`src/rtl/jump_ctrl_pkg.sv`:
```
`default_nettype none
// ============================================================================
// Module   : jump_ctrl_pkg
// Purpose  : Shared definitions for the jump controller. It holds the default
//            widths, the jump opcode encodings and the controller state type.
// Revision : 1.0 - initial release
// ============================================================================
package jump_ctrl_pkg;

    localparam int DEF_ADDR_W      = 10;
    localparam int DEF_INS_W       = 16;
    localparam int DEF_STACK_DEPTH = 4;

    // Opcodes are taken from the top nibble of the instruction word
    localparam logic [3:0] OP_JMP  = 4'hA;
    localparam logic [3:0] OP_JZ   = 4'hB;
    localparam logic [3:0] OP_CALL = 4'hC;
    localparam logic [3:0] OP_RET  = 4'hD;

    typedef enum logic [1:0] {
        ST_IDLE  = 2'd0,
        ST_EXEC  = 2'd1,
        ST_LOAD  = 2'd2,
        ST_FLUSH = 2'd3
    } state_t;

endpackage : jump_ctrl_pkg
`default_nettype wire

```
`src/rtl/jump_ctrl_ret_stack.sv`:
```
`default_nettype none
// ============================================================================
// Module   : ret_stack
// Purpose  : LIFO return-address stack for CALL/RET.
//            push : write push_data on top (ignored when full)
//            pop  : drop the top entry (ignored when empty)
//            full / empty : occupancy flags
//            top  : current top entry (undefined while empty)
//            rst  : asynchronous, active-high; empties the stack
// Revision : 1.0 - initial release
// ============================================================================
module ret_stack
    import jump_ctrl_pkg::*;
#(
    parameter int ADDR_W = DEF_ADDR_W,
    parameter int DEPTH  = DEF_STACK_DEPTH
) (
    input  logic              clk,
    input  logic              rst,
    input  logic              push,
    input  logic              pop,
    input  logic [ADDR_W-1:0] push_data,
    output logic              full,
    output logic              empty,
    output logic [ADDR_W-1:0] top
);

    localparam int PTR_W = $clog2(DEPTH + 1);
    localparam int IDX_W = (DEPTH > 1) ? $clog2(DEPTH) : 1;

    logic [ADDR_W-1:0] r_mem [DEPTH];
    logic [PTR_W-1:0]  r_sp;          // number of valid entries
    logic [IDX_W-1:0]  w_top_idx;
    logic [IDX_W-1:0]  w_wr_idx;

    assign full      = (r_sp == PTR_W'(DEPTH));
    assign empty     = (r_sp == '0);
    assign w_top_idx = IDX_W'(r_sp - PTR_W'(1));
    assign w_wr_idx  = IDX_W'(r_sp);
    assign top       = r_mem[w_top_idx];

    always_ff @(posedge clk or posedge rst) begin
        if (rst) begin
            r_sp <= '0;
        end else if (push && !full) begin
            r_sp <= r_sp + PTR_W'(1);
        end else if (pop && !empty) begin
            r_sp <= r_sp - PTR_W'(1);
        end
    end

    // Storage needs no reset: only entries below r_sp are ever read
    always_ff @(posedge clk) begin
        if (push && !full) begin
            r_mem[w_wr_idx] <= push_data;
        end
    end

endmodule : ret_stack
`default_nettype wire

```
`src/rtl/jump_ctrl.sv`:
```
`default_nettype none
// ============================================================================
// Module   : jump_ctrl
// Purpose  : Decodes fetched jump instructions (JMP/JZ/CALL/RET) and issues
//            a one-cycle PC load strobe with the target. The stale sequential
//            fetch after every taken jump is then discarded.
// Ports    : clk, rst (async, active-high)
//            addr_ins/ins/ins_valid/ins_ready : instruction handshake
//            zero_flag : ALU zero flag, sampled in EXEC for JZ
//            pc_load/jump_ins : PC load strobe and target
//            stack_err : sticky return-stack overflow/underflow flag
// Config   : JUMP_CTRL_RET_STACK_EN enables the CALL/RET return stack.
//            Without it CALL acts as JMP, RET is non-jump, stack_err = 0.
// Revision : 1.0 - initial release
// ============================================================================
module jump_ctrl
    import jump_ctrl_pkg::*;
#(
    parameter int ADDR_W      = DEF_ADDR_W,
    parameter int INS_W       = DEF_INS_W,
    parameter int STACK_DEPTH = DEF_STACK_DEPTH
) (
    input  logic              clk,
    input  logic              rst,
    input  logic [ADDR_W-1:0] addr_ins,
    input  logic [INS_W-1:0]  ins,
    input  logic              ins_valid,
    output logic              ins_ready,
    input  logic              zero_flag,
    output logic              pc_load,
    output logic [ADDR_W-1:0] jump_ins,
    output logic              stack_err
);

    state_t            r_state;
    logic [INS_W-1:0]  r_ins_q;
    logic [ADDR_W-1:0] r_pc_q;

    logic [3:0]        w_opcode;
    logic [ADDR_W-1:0] w_field;
    logic              w_accept;
    logic              w_taken;
    logic [ADDR_W-1:0] w_target;
    logic              w_unused;

    assign w_opcode = r_ins_q[INS_W-1 -: 4];
    assign w_field  = r_ins_q[ADDR_W-1:0];
    assign w_accept = ins_valid & ins_ready;

    // Some latched bits only matter in the stack-enabled build
    assign w_unused = ^{r_ins_q, r_pc_q, 32'(STACK_DEPTH)};

`ifdef JUMP_CTRL_RET_STACK_EN
    logic              w_push;
    logic              w_pop;
    logic              w_full;
    logic              w_empty;
    logic              w_err;
    logic [ADDR_W-1:0] w_top;
    logic [ADDR_W-1:0] w_ret_addr;
    logic              r_stack_err;

    // Return address wraps naturally at 2^ADDR_W
    assign w_ret_addr = r_pc_q + ADDR_W'(1);
    assign stack_err  = r_stack_err;

    always_comb begin
        w_taken  = 1'b0;
        w_target = w_field;
        w_push   = 1'b0;
        w_pop    = 1'b0;
        w_err    = 1'b0;
        if (r_state == ST_EXEC) begin
            unique case (w_opcode)
                OP_JMP:  w_taken = 1'b1;
                OP_JZ:   w_taken = zero_flag;
                OP_CALL: begin
                    if (!w_full) begin
                        w_taken = 1'b1;
                        w_push  = 1'b1;
                    end else begin
                        w_err   = 1'b1;
                    end
                end
                OP_RET: begin
                    if (!w_empty) begin
                        w_taken  = 1'b1;
                        w_pop    = 1'b1;
                        w_target = w_top;
                    end else begin
                        w_err    = 1'b1;
                    end
                end
                default: ;
            endcase
        end
    end

    ret_stack #(
        .ADDR_W (ADDR_W),
        .DEPTH  (STACK_DEPTH)
    ) u_ret_stack (
        .clk       (clk),
        .rst       (rst),
        .push      (w_push),
        .pop       (w_pop),
        .push_data (w_ret_addr),
        .full      (w_full),
        .empty     (w_empty),
        .top       (w_top)
    );
`else
    assign stack_err = 1'b0;

    always_comb begin
        w_taken  = 1'b0;
        w_target = w_field;
        if (r_state == ST_EXEC) begin
            unique case (w_opcode)
                OP_JMP:  w_taken = 1'b1;
                OP_JZ:   w_taken = zero_flag;
                OP_CALL: w_taken = 1'b1;
                default: ;
            endcase
        end
    end
`endif

    // Outputs are registered, so ins_ready reflects the state being entered
    always_ff @(posedge clk or posedge rst) begin
        if (rst) begin
            r_state     <= ST_IDLE;
            r_ins_q     <= '0;
            r_pc_q      <= '0;
            ins_ready   <= 1'b0;
            pc_load     <= 1'b0;
            jump_ins    <= '0;
`ifdef JUMP_CTRL_RET_STACK_EN
            r_stack_err <= 1'b0;
`endif
        end else begin
            pc_load <= 1'b0;
            unique case (r_state)
                ST_IDLE: begin
                    ins_ready <= 1'b1;
                    if (w_accept) begin
                        r_ins_q   <= ins;
                        r_pc_q    <= addr_ins;
                        r_state   <= ST_EXEC;
                        ins_ready <= 1'b0;
                    end
                end
                ST_EXEC: begin
                    if (w_taken) begin
                        r_state  <= ST_LOAD;
                        pc_load  <= 1'b1;
                        jump_ins <= w_target;
                    end else begin
                        r_state   <= ST_IDLE;
                        ins_ready <= 1'b1;
                    end
`ifdef JUMP_CTRL_RET_STACK_EN
                    if (w_err) begin
                        r_stack_err <= 1'b1;
                    end
`endif
                end
                ST_LOAD: begin
                    r_state   <= ST_FLUSH;
                    ins_ready <= 1'b1;
                end
                ST_FLUSH: begin
                    // The accepted word is the stale fall-through fetch
                    if (w_accept) begin
                        r_state <= ST_IDLE;
                    end
                end
                default: r_state <= ST_IDLE;
            endcase
        end
    end

endmodule : jump_ctrl
`default_nettype wire

```
`config.mk`:
```
export PLATFORM = sky130hd
export DESIGN_NAME = jump_ctrl
export DESIGN_NICKNAME = d
export VERILOG_FILES = /design/src/rtl/jump_ctrl_pkg.sv /design/src/rtl/jump_ctrl_ret_stack.sv /design/src/rtl/jump_ctrl.sv
export SDC_FILE = /design/constraint.sdc
export NUM_CORES = 1
export LEC_CHECK = 0
export CAP_MARGIN = 20
export CORE_MARGIN = 2
export CORE_UTILIZATION = 47
export DETAILED_ROUTE_END_ITERATION = 10
export PLACE_DENSITY = 0.83
export SKIP_CTS_REPAIR_TIMING = 1
export SYNTH_ARGS = -nofsm -noshare
export SYNTH_HDL_FRONTEND = slang
export SYNTH_SLANG_ARGS = --single-unit
export TNS_END_PERCENT = 1
```
`constraint.sdc`:
```
create_clock -name clk -period 3.1 [get_ports clk]
set_input_delay 0.62 -clock clk [delete_from_list [all_inputs] [get_ports clk]]
set_output_delay 0.62 -clock clk [all_outputs]
set_load 0.005 [all_outputs]
```
==> Word-level counts from Yosys, hierarchy flattened <==
Index checks and enable logic that the tools add are counted.
{ "word_totals": {"ff_bits": 30, "in_bits": 30, "out_inout_bits": 13, "wordCells": 33} }
{ "classes": {"n_eq_ne": 9, "mux": 11, "bitwise": 1, "reduce_logical": 7} }
{ "op_table": {"columns": ["op", "count"], "rows": [
  ["4-bit == test (second input constant)", 3],
  ["2-bit case mux with 4 select lines", 1],
  ["2-bit AND reduction", 4],
  ["2-bit 2-to-1 mux", 3],
  ["2-bit inequality test (second input constant)", 3],
  ["1-bit 2-to-1 mux", 5],
  ["2-bit == test (second input constant)", 2],
  ["1-bit case mux with 3 select lines", 1],
  ["3-bit nonzero test", 1],
  ["2-bit by 1-bit == test with 1-bit output (second input constant)", 1],
  ["2-bit zero test", 1],
  ["1-bit case mux with 2 select lines", 1],
  ["2-bit OR reduction", 1],
  ["1-bit bitwise AND", 1]
]} }

==> Depth between registers and ports, before layout <==
Gate-level depths: netlist of run 1.
{ "logic_depth": {"word_depth": 6, "depth_mapped": 6, "ltp_nobuf": 5} }

==> Worst setup path before layout of run 1 <==
Ideal clock, no wire load.
{ "synth_path": {"path_type": "reg-to-reg", "startpoint": "register r_state[0]", "endpoint": "register r_ins_q[0]", "setup_time_ns": 0.125, "arrival_ns": 1.453, "t_required_ns": 2.975, "path_slack_ns": 1.522, "path_stages_with_launch": 6, "n_path_buf": 1, "period_less_slack_ns": 1.578, "path_cell_list": "dfrtp_1 > inv_1 > ha_1 > nand3_1 > buf_2 > mux2_2"} }
{ "synth_via": {"elab_chain_len": 2} }
{ "synth_rtl": {"columns": ["item", "line", "source"], "rows": [
  ["from (decl)", "jump_ctrl.sv:35", "state_t r_state;"],
  ["from (signal assigned)", "jump_ctrl.sv:132", "r_state <= ST_IDLE;"],
  ["from (signal assigned)", "jump_ctrl.sv:149", "r_state <= ST_EXEC;"],
  ["from (signal assigned)", "jump_ctrl.sv:155", "r_state <= ST_LOAD;"],
  ["2-bit zero test", "jump_ctrl.sv:143", "unique case (r_state)"],
  ["2-bit AND reduction (no line)", null, null],
  ["to (signal assigned)", "jump_ctrl.sv:147", "r_ins_q <= ins;"],
  ["to (decl)", "jump_ctrl.sv:36", "logic [INS_W-1:0] r_ins_q;"]
]} }
Every way passes these cells.
A chain may end at the register's enable or synchronous reset.

==> Final worst setup path of run 1 <==
{ "layout_path": {"startpoint": "input port zero_flag", "endpoint": "register jump_ins[7]"} }
{ "layout_via": {"elab_chain_len": 3} }
{ "layout_rtl": {"columns": ["item", "line", "source"], "rows": [
  ["from (decl)", "jump_ctrl.sv:29", "input logic zero_flag,"],
  ["1-bit case mux with 2 select lines", "jump_ctrl.sv:119", "unique case (w_opcode)"],
  ["1-bit 2-to-1 mux", "jump_ctrl.sv:118", "if (r_state == ST_EXEC) begin"],
  ["2-bit AND reduction (no line)", null, null],
  ["to (signal assigned)", "jump_ctrl.sv:157", "jump_ins <= w_target;"],
  ["to (decl)", "jump_ctrl.sv:31", "output logic [ADDR_W-1:0] jump_ins,"]
]} }
Every way passes these cells.

==> results.sh, run 1 <==
export IMPL_worstSetupStartpointType="input port"
export IMPL_timing_critical_path_arrival_ps=2170
export IMPL_power_density_mw_per_mm2=948
export IMPL_final_setup_viol_count=0
export IMPL_postSynthRegisterBits=28
export IMPL_antenna_found_initial=0
export IMPL_route_detailed_wl_per_inst_um=13.5
export IMPL_setup_tns_final_ps=0
export IMPL_syn_area_per_cell_um2=14.8
export IMPL_grt_pass1_wl_um=3240
export IMPL_die_footprint_mm2=0.00301
export IMPL_critical_path_peak_fanout=7
export IMPL_timing_max_transition_violations_final=0
export IMPL_run_status="finished clean"
export IMPL_rsz_0062_raised_after_global_routing="no"
export IMPL_finalNetCount=150
export IMPL_dr_first_iter_drc_count=3
export IMPL_antenna_violating_nets_post_route=0
export IMPL_cts_htree_levels=1
export IMPL_fmax_ghz=0.513
export IMPL_clock_latency_reported_for_the_late_side_of_the_worst_skew_pair_ps=320
export IMPL_viasPerCell=5.06
export IMPL_worst_clock_skew_ps=5.29
export IMPL_clkSinkCount=28
export IMPL_dr_total_vias=728
export IMPL_port_buffers=29
export IMPL_hold_viol=0
export IMPL_diodes=0
export IMPL_share_of_layout_cells_above_drive_strength_1=0.281
export IMPL_netlist_area_mm2=0.00122
export IMPL_first_global_vias=743
export IMPL_yosys_warnings=0
export IMPL_final_min_period_over_clock_period=0.629
export IMPL_grt_ovfl_total=0
export IMPL_fp_row_count=18
export IMPL_critPathKind="in -> reg"
export IMPL_timing_worst_slew_pin_value_ps=710
export IMPL_worst_setup_path_end_kind="register"
export IMPL_yosys_cell_types_count=22
export IMPL_place_detailed_hpwl_um=1430
export IMPL_timing_slew_headroom=0.525
export IMPL_clock_root_cell="sky130_fd_sc_hd__clkbuf_4"
export IMPL_syn_nets=117
export IMPL_largest_net_degree_at_the_start_of_global_routing=29
export IMPL_portion_of_the_post_synthesis_area_used_by_sequential_elements=0.576
export IMPL_areaGrowthSynthToFinish_pct=29.2
export IMPL_clock_transition_at_the_registers_of_the_reported_paths_ps=140
export IMPL_drt_pass1_iter_count=4
export IMPL_max_cap_viol_count=0
export IMPL_die_y_um=54.9
export IMPL_required_ps=3320
export IMPL_postLayoutCoreUtil=0.640
export IMPL_initial_core_util=0.495
export IMPL_min_period_ps=1950
export IMPL_placeableCoreArea_mm2=0.00245
export IMPL_global_route_usage_total=0.154
export IMPL_route_detailed_drc=0
export IMPL_cts_buffers_inserted=3
export IMPL_postRouteWirelength_um=1940
export IMPL_cts_tree="yes"
export IMPL_chipWidth_um=54.9
export IMPL_p_leak_nw=0.688
export IMPL_clockBufferDepth=2
export IMPL_vdd_ir_drop_max_mv=0.604
export IMPL_min_delay_path_class="reg -> reg"
export IMPL_ios=43
export IMPL_timing_hold_ws_ps=518
export IMPL_gpl_final_weighted_congestion=0.747
export IMPL_ff2ff_setup_slack_ps=1180
export IMPL_netlist_instances=82
cell usage in the layout (no fill, tap or decap):
master / instances
sky130_fd_sc_hd__a31o_2: 1
sky130_fd_sc_hd__nand3_1: 1
sky130_fd_sc_hd__clkbuf_4: 3
sky130_fd_sc_hd__clkdlybuf4s50_1: 29
sky130_fd_sc_hd__or3_1: 1
sky130_fd_sc_hd__o22ai_2: 1
sky130_fd_sc_hd__mux2_2: 17
sky130_fd_sc_hd__a211oi_1: 1
sky130_fd_sc_hd__mux2_4: 7
sky130_fd_sc_hd__conb_1: 1
sky130_fd_sc_hd__xnor2_1: 1
sky130_fd_sc_hd__buf_4: 2
sky130_fd_sc_hd__dfrtp_1: 28
sky130_fd_sc_hd__a2bb2oi_1: 1
sky130_fd_sc_hd__nor2_1: 2
sky130_fd_sc_hd__inv_1: 4
sky130_fd_sc_hd__clkbuf_8: 1
sky130_fd_sc_hd__ha_1: 5
sky130_fd_sc_hd__nand3b_1: 2
sky130_fd_sc_hd__a21oi_1: 2
sky130_fd_sc_hd__o2bb2ai_1: 1
sky130_fd_sc_hd__o211ai_1: 1
sky130_fd_sc_hd__nand2_1: 2
kinds of logic (layout without fill, tap and decap cells):
| logic type | count (synthesis) | count (layout) | share of synthesized area |
|---|---|---|---|
| compound gates | 8 | 8 | 0.0525 |
| xor+xnor | 1 | 1 | 0.00720 |
| fa+ha+maj | 5 | 5 | 0.0514 |
| buf+inv | 7 | 39 | 0.0319 |
| flops | 28 | 28 | 0.576 |
| mux | 24 | 24 | 0.244 |
| other cells | 1 | 1 | 0.00308 |
| simple gates | 8 | 8 | 0.0340 |
Yosys cell counts:
library cell                number  area, um^2
sky130_fd_sc_hd__a211oi_1        1        7.51
sky130_fd_sc_hd__a31o_2          1        8.76
sky130_fd_sc_hd__buf_2           1        5.00
sky130_fd_sc_hd__nand3b_1        2        15.0
sky130_fd_sc_hd__nand3_1         1        5.00
sky130_fd_sc_hd__o22ai_2         1        12.5
sky130_fd_sc_hd__a2bb2oi_1       1        8.76
sky130_fd_sc_hd__buf_6           1        11.3
sky130_fd_sc_hd__o211ai_1        1        7.51
sky130_fd_sc_hd__conb_1          1        3.75
sky130_fd_sc_hd__buf_4           1        7.51
sky130_fd_sc_hd__dfrtp_1        28         701
sky130_fd_sc_hd__ha_1            5        62.6
sky130_fd_sc_hd__xnor2_1         1        8.76
sky130_fd_sc_hd__nor2_1          2        7.51
sky130_fd_sc_hd__mux2_4          7         105
sky130_fd_sc_hd__mux2_2         17         191
sky130_fd_sc_hd__inv_1           4        15.0
sky130_fd_sc_hd__nand2_1         2        7.51
sky130_fd_sc_hd__o2bb2ai_1       1        8.76
sky130_fd_sc_hd__or3_1           1        6.26
sky130_fd_sc_hd__a21oi_1         2        10.0
flip-flops by register name, summed over array words and instances (netlist names), named ones only:
register	flops
r_ins_q	14
jump_ins	10
ins_ready	1
pc_load	1
r_state	1
power breakdown:
| group | internal (mW) | switching, mW |
|---|---|---|
| Sequential | 0.549 | 0.113 |
| Clock | 0.0718 | 0.100 |
| Combinational | 0.436 | 0.220 |
| Total | 1.06 | 0.433 |
worst paths after layout:
| check | start | endpoint | depth (start not counted) |
|---|---|---|---|
| worst min-delay path | r_ins_q[2] | r_ins_q[2] | 1 |
| worst max-delay path | zero_flag | jump_ins[7] | 5 |
| max in group asynchronous | rst | r_ins_q[4] | 3 |
| worst max register to register | register | jump_ins[7] | 6 |
| min in group asynchronous | rst | jump_ins[9] | 3 |
| worst min register to register | r_ins_q[2] | r_ins_q[2] | 1 |
critical path: stages:
cell                              delay, ps
sky130_fd_sc_hd__clkdlybuf4s50_1        450
sky130_fd_sc_hd__nand3b_1               110
sky130_fd_sc_hd__o22ai_2                410
sky130_fd_sc_hd__buf_4                  270
sky130_fd_sc_hd__mux2_4                 310
per-layer routing:
| layer | vias up | wire length [um] | share of wire | track usage |
|---|---|---|---|---|
| met5 | - | 0 | 0 | 0 |
| met4 | 0 | 13 | 0.0067 | 0.0750 |
| met3 | 2 | 84 | 0.043 | 0.0273 |
| met2 | 15 | 1010 | 0.52 | 0.246 |
| met1 | 364 | 826 | 0.43 | 0.201 |
| li1 | 347 | - | - | - |
cell type report:
| class | count | area, um^2 |
|---|---|---|
| well taps | 30 | 37.5 |
| fillers | 180 | 883 |
| repair buffers | 31 | 305 |
| multi-input cells | 47 | 477 |
| flip-flops and latches | 28 | 701 |
| inverters | 4 | 15.0 |
| clock buffers | 4 | 36.3 |
through the flow:
stage | power [mW] | setup slack [ps] | cells | cell area (um^2)
final | 1.49 | 1150 | 144 | 1570
after global routing | 1.60 | 1050 | 144 | 1570
after CTS | 1.51 | 1150 | 144 | 1570
after global placement | 1.30 | 784 | 140 | 1540
after floorplan | 1.08 | 1520 | 82 | 1220
after detailed placement | 1.34 | 770 | 140 | 1540
(Power assumes the default switching activity.)
==> run 2, diff against run 1 <==
CORE_UTILIZATION = 44   (was 47)
PLACE_DENSITY = 0.79   (was 0.83)
clock period = 1.91 ns   (was 3.1 ns; I/O delays follow)
==> results.sh, run 2 (same netlist as run 1, synthesis figures left out) <==
export IMPL_grt_ovfl_total=0
export IMPL_placed_cell_area_mm2=0.00156
export IMPL_cts_htree_levels=1
export IMPL_worst_path_max_delay_cell="sky130_fd_sc_hd__clkdlybuf4s50_1"
export IMPL_first_global_vias=778
export IMPL_antenna_violating_nets_post_route=0
export IMPL_clkSinkCount=28
export IMPL_timing_critical_path_max_delay_family="buffers and inverters"
export IMPL_crit_path_max_incr_delay_ps=530
export IMPL_critical_path_depth=1
export IMPL_final_min_period_over_clock_period=0.880
export IMPL_most_utilized_layer_in_the_global_route_result="met2"
export IMPL_drt_pass1_iter_count=4
export IMPL_die_y_um=56.6
export IMPL_gpl_final_weighted_congestion=0.836
export IMPL_grt_pass1_wl_um=3480
export IMPL_port_buffers=29
export IMPL_grt_util_met1=0.170
export IMPL_hold_viol=0
export IMPL_min_delay_path_class="in -> async"
export IMPL_p_leak_nw=0.702
export IMPL_timing_max_transition_violations_final=0
export IMPL_worst_setup_path_end_kind="output port"
export IMPL_setup_tns_final_ps=0
export IMPL_cp_cell_sequence="clkdlybuf4s50_1"
export IMPL_final_design_area_excluding_fillers_mm2=0.00160
export IMPL_route_detailed_wl_per_inst_um=13.4
export IMPL_ios=43
export IMPL_initial_core_util=0.453
export IMPL_largest_net_degree_at_the_start_of_global_routing=29
export IMPL_ff2ff_setup_slack_ps=250
export IMPL_areaGrowthSynthToFinish_pct=31.2
export IMPL_largest_register_ff_count=14
export IMPL_chipWidth_um=56.6
export IMPL_placeableCoreArea_mm2=0.00269
export IMPL_required_ps=1530
export IMPL_max_cap_viol_count=0
export IMPL_viasPerCell=4.99
export IMPL_clock_transition_at_the_registers_of_the_reported_paths_ps=140
export IMPL_dr_total_vias=739
export IMPL_die_footprint_mm2=0.00320
export IMPL_grtUsageMet3=0.0392
export IMPL_mostFrequentLayoutCell="sky130_fd_sc_hd__clkdlybuf4s50_1"
export IMPL_dr_first_iter_drc_count=9
export IMPL_critPathKind="reg -> out"
export IMPL_antenna_found_initial=0
export IMPL_vdd_ir_drop_max_mv=0.803
export IMPL_worst_clock_skew_ps=5.14
export IMPL_route_detailed_drc=0
export IMPL_worstSetupStartpointType="register"
export IMPL_min_period_ps=1680
export IMPL_worst_r2r_cell_count=6
export IMPL_cts_buffers_inserted=3
export IMPL_registers_top_by_ff_count="r_ins_q"
export IMPL_critical_path_peak_fanout=5
export IMPL_crit_reg2reg_capture="jump_ins[1]"
export IMPL_global_route_usage_total=0.142
export IMPL_timing_critical_path_arrival_ps=1300
export IMPL_share_of_layout_cells_above_drive_strength_1=0.299
export IMPL_final_cell_mix="29 x sky130_fd_sc_hd__clkdlybuf4s50_1, 28 x sky130_fd_sc_hd__dfrtp_1, 17 x sky130_fd_sc_hd__mux2_2, 7 x sky130_fd_sc_hd__mux2_4"
export IMPL_run_status="finished clean"
export IMPL_grt_util_met2=0.239
export IMPL_cts_tree="yes"
export IMPL_power_density_mw_per_mm2=1540
export IMPL_critPathBufInv=1
export IMPL_finalNetCount=153
export IMPL_fmax_ghz=0.595
export IMPL_clock_root_cell="sky130_fd_sc_hd__clkbuf_4"
export IMPL_postRouteWirelength_um=1980
export IMPL_clockBufferDepth=2
export IMPL_clock_latency_reported_for_the_late_side_of_the_worst_skew_pair_ps=320
export IMPL_fp_row_count=19
export IMPL_diodes=0
export IMPL_place_detailed_hpwl_um=1480
export IMPL_timing_hold_ws_ps=398
export IMPL_rsz_0062_raised_after_global_routing="no"
export IMPL_final_setup_viol_count=0
export IMPL_reg_largest_list="r_ins_q x14, jump_ins x10"
run 2: cell count changes in the layout (fill, tap and decap cells not counted):
cell                    delta
sky130_fd_sc_hd__buf_4     +3
run 2: layer usage:
metal	part of all wire	wire length (um)
met1	0.43	850
met2	0.50	999
met3	0.057	113
met4	0.0091	18
met5	0	0
run 2: stage by stage:
stage | setup WS (ps) | total power, mW | cells | utilization
global placement | 142 | 2.16 | 144 | 0.580
detailed placement | 117 | 2.21 | 144 | 0.580
CTS | 208 | 2.49 | 148 | 0.594
floorplan | 332 | 1.75 | 82 | -
finish | 229 | 2.46 | 148 | 0.594
global route | 146 | 2.64 | 148 | 0.594
run 2: where the power goes:
group | total (mW) | leakage (nW) | switching [mW] | internal [mW]
logic | 1.10 | 0.348 | 0.361 | 0.737
clock network | 0.282 | 0.0210 | 0.166 | 0.117
registers | 1.08 | 0.334 | 0.187 | 0.891
run 2: area by class of cell:
| class | instances | area (um^2) |
|---|---|---|
| Clock buffer | 4 | 36.3 |
| Multi-Input combinational cell | 47 | 477 |
| Timing Repair Buffer | 34 | 328 |
| Sequential cell | 28 | 701 |
| Inverter | 4 | 15.0 |
| Fill cell | 223 | 1090 |
| Tap cell | 31 | 38.8 |
run 2: worst max-delay path by stage:
stage,startpoint,endpoint,slack [ps]
after floorplan,r_state[0],r_ins_q[0],330
after global placement,zero_flag,jump_ins[2],140
after detailed placement,zero_flag,jump_ins[1],120
after CTS,ins_ready,ins_ready,210
after global routing,register,jump_ins[2],150
final,ins_ready,ins_ready,230
==> run 3, diff against run 2 <==
SLEW_MARGIN = 20   (was default)
==> results of run 3 <==
No change in the layout: final DEF, timing and power equal those of run 2.
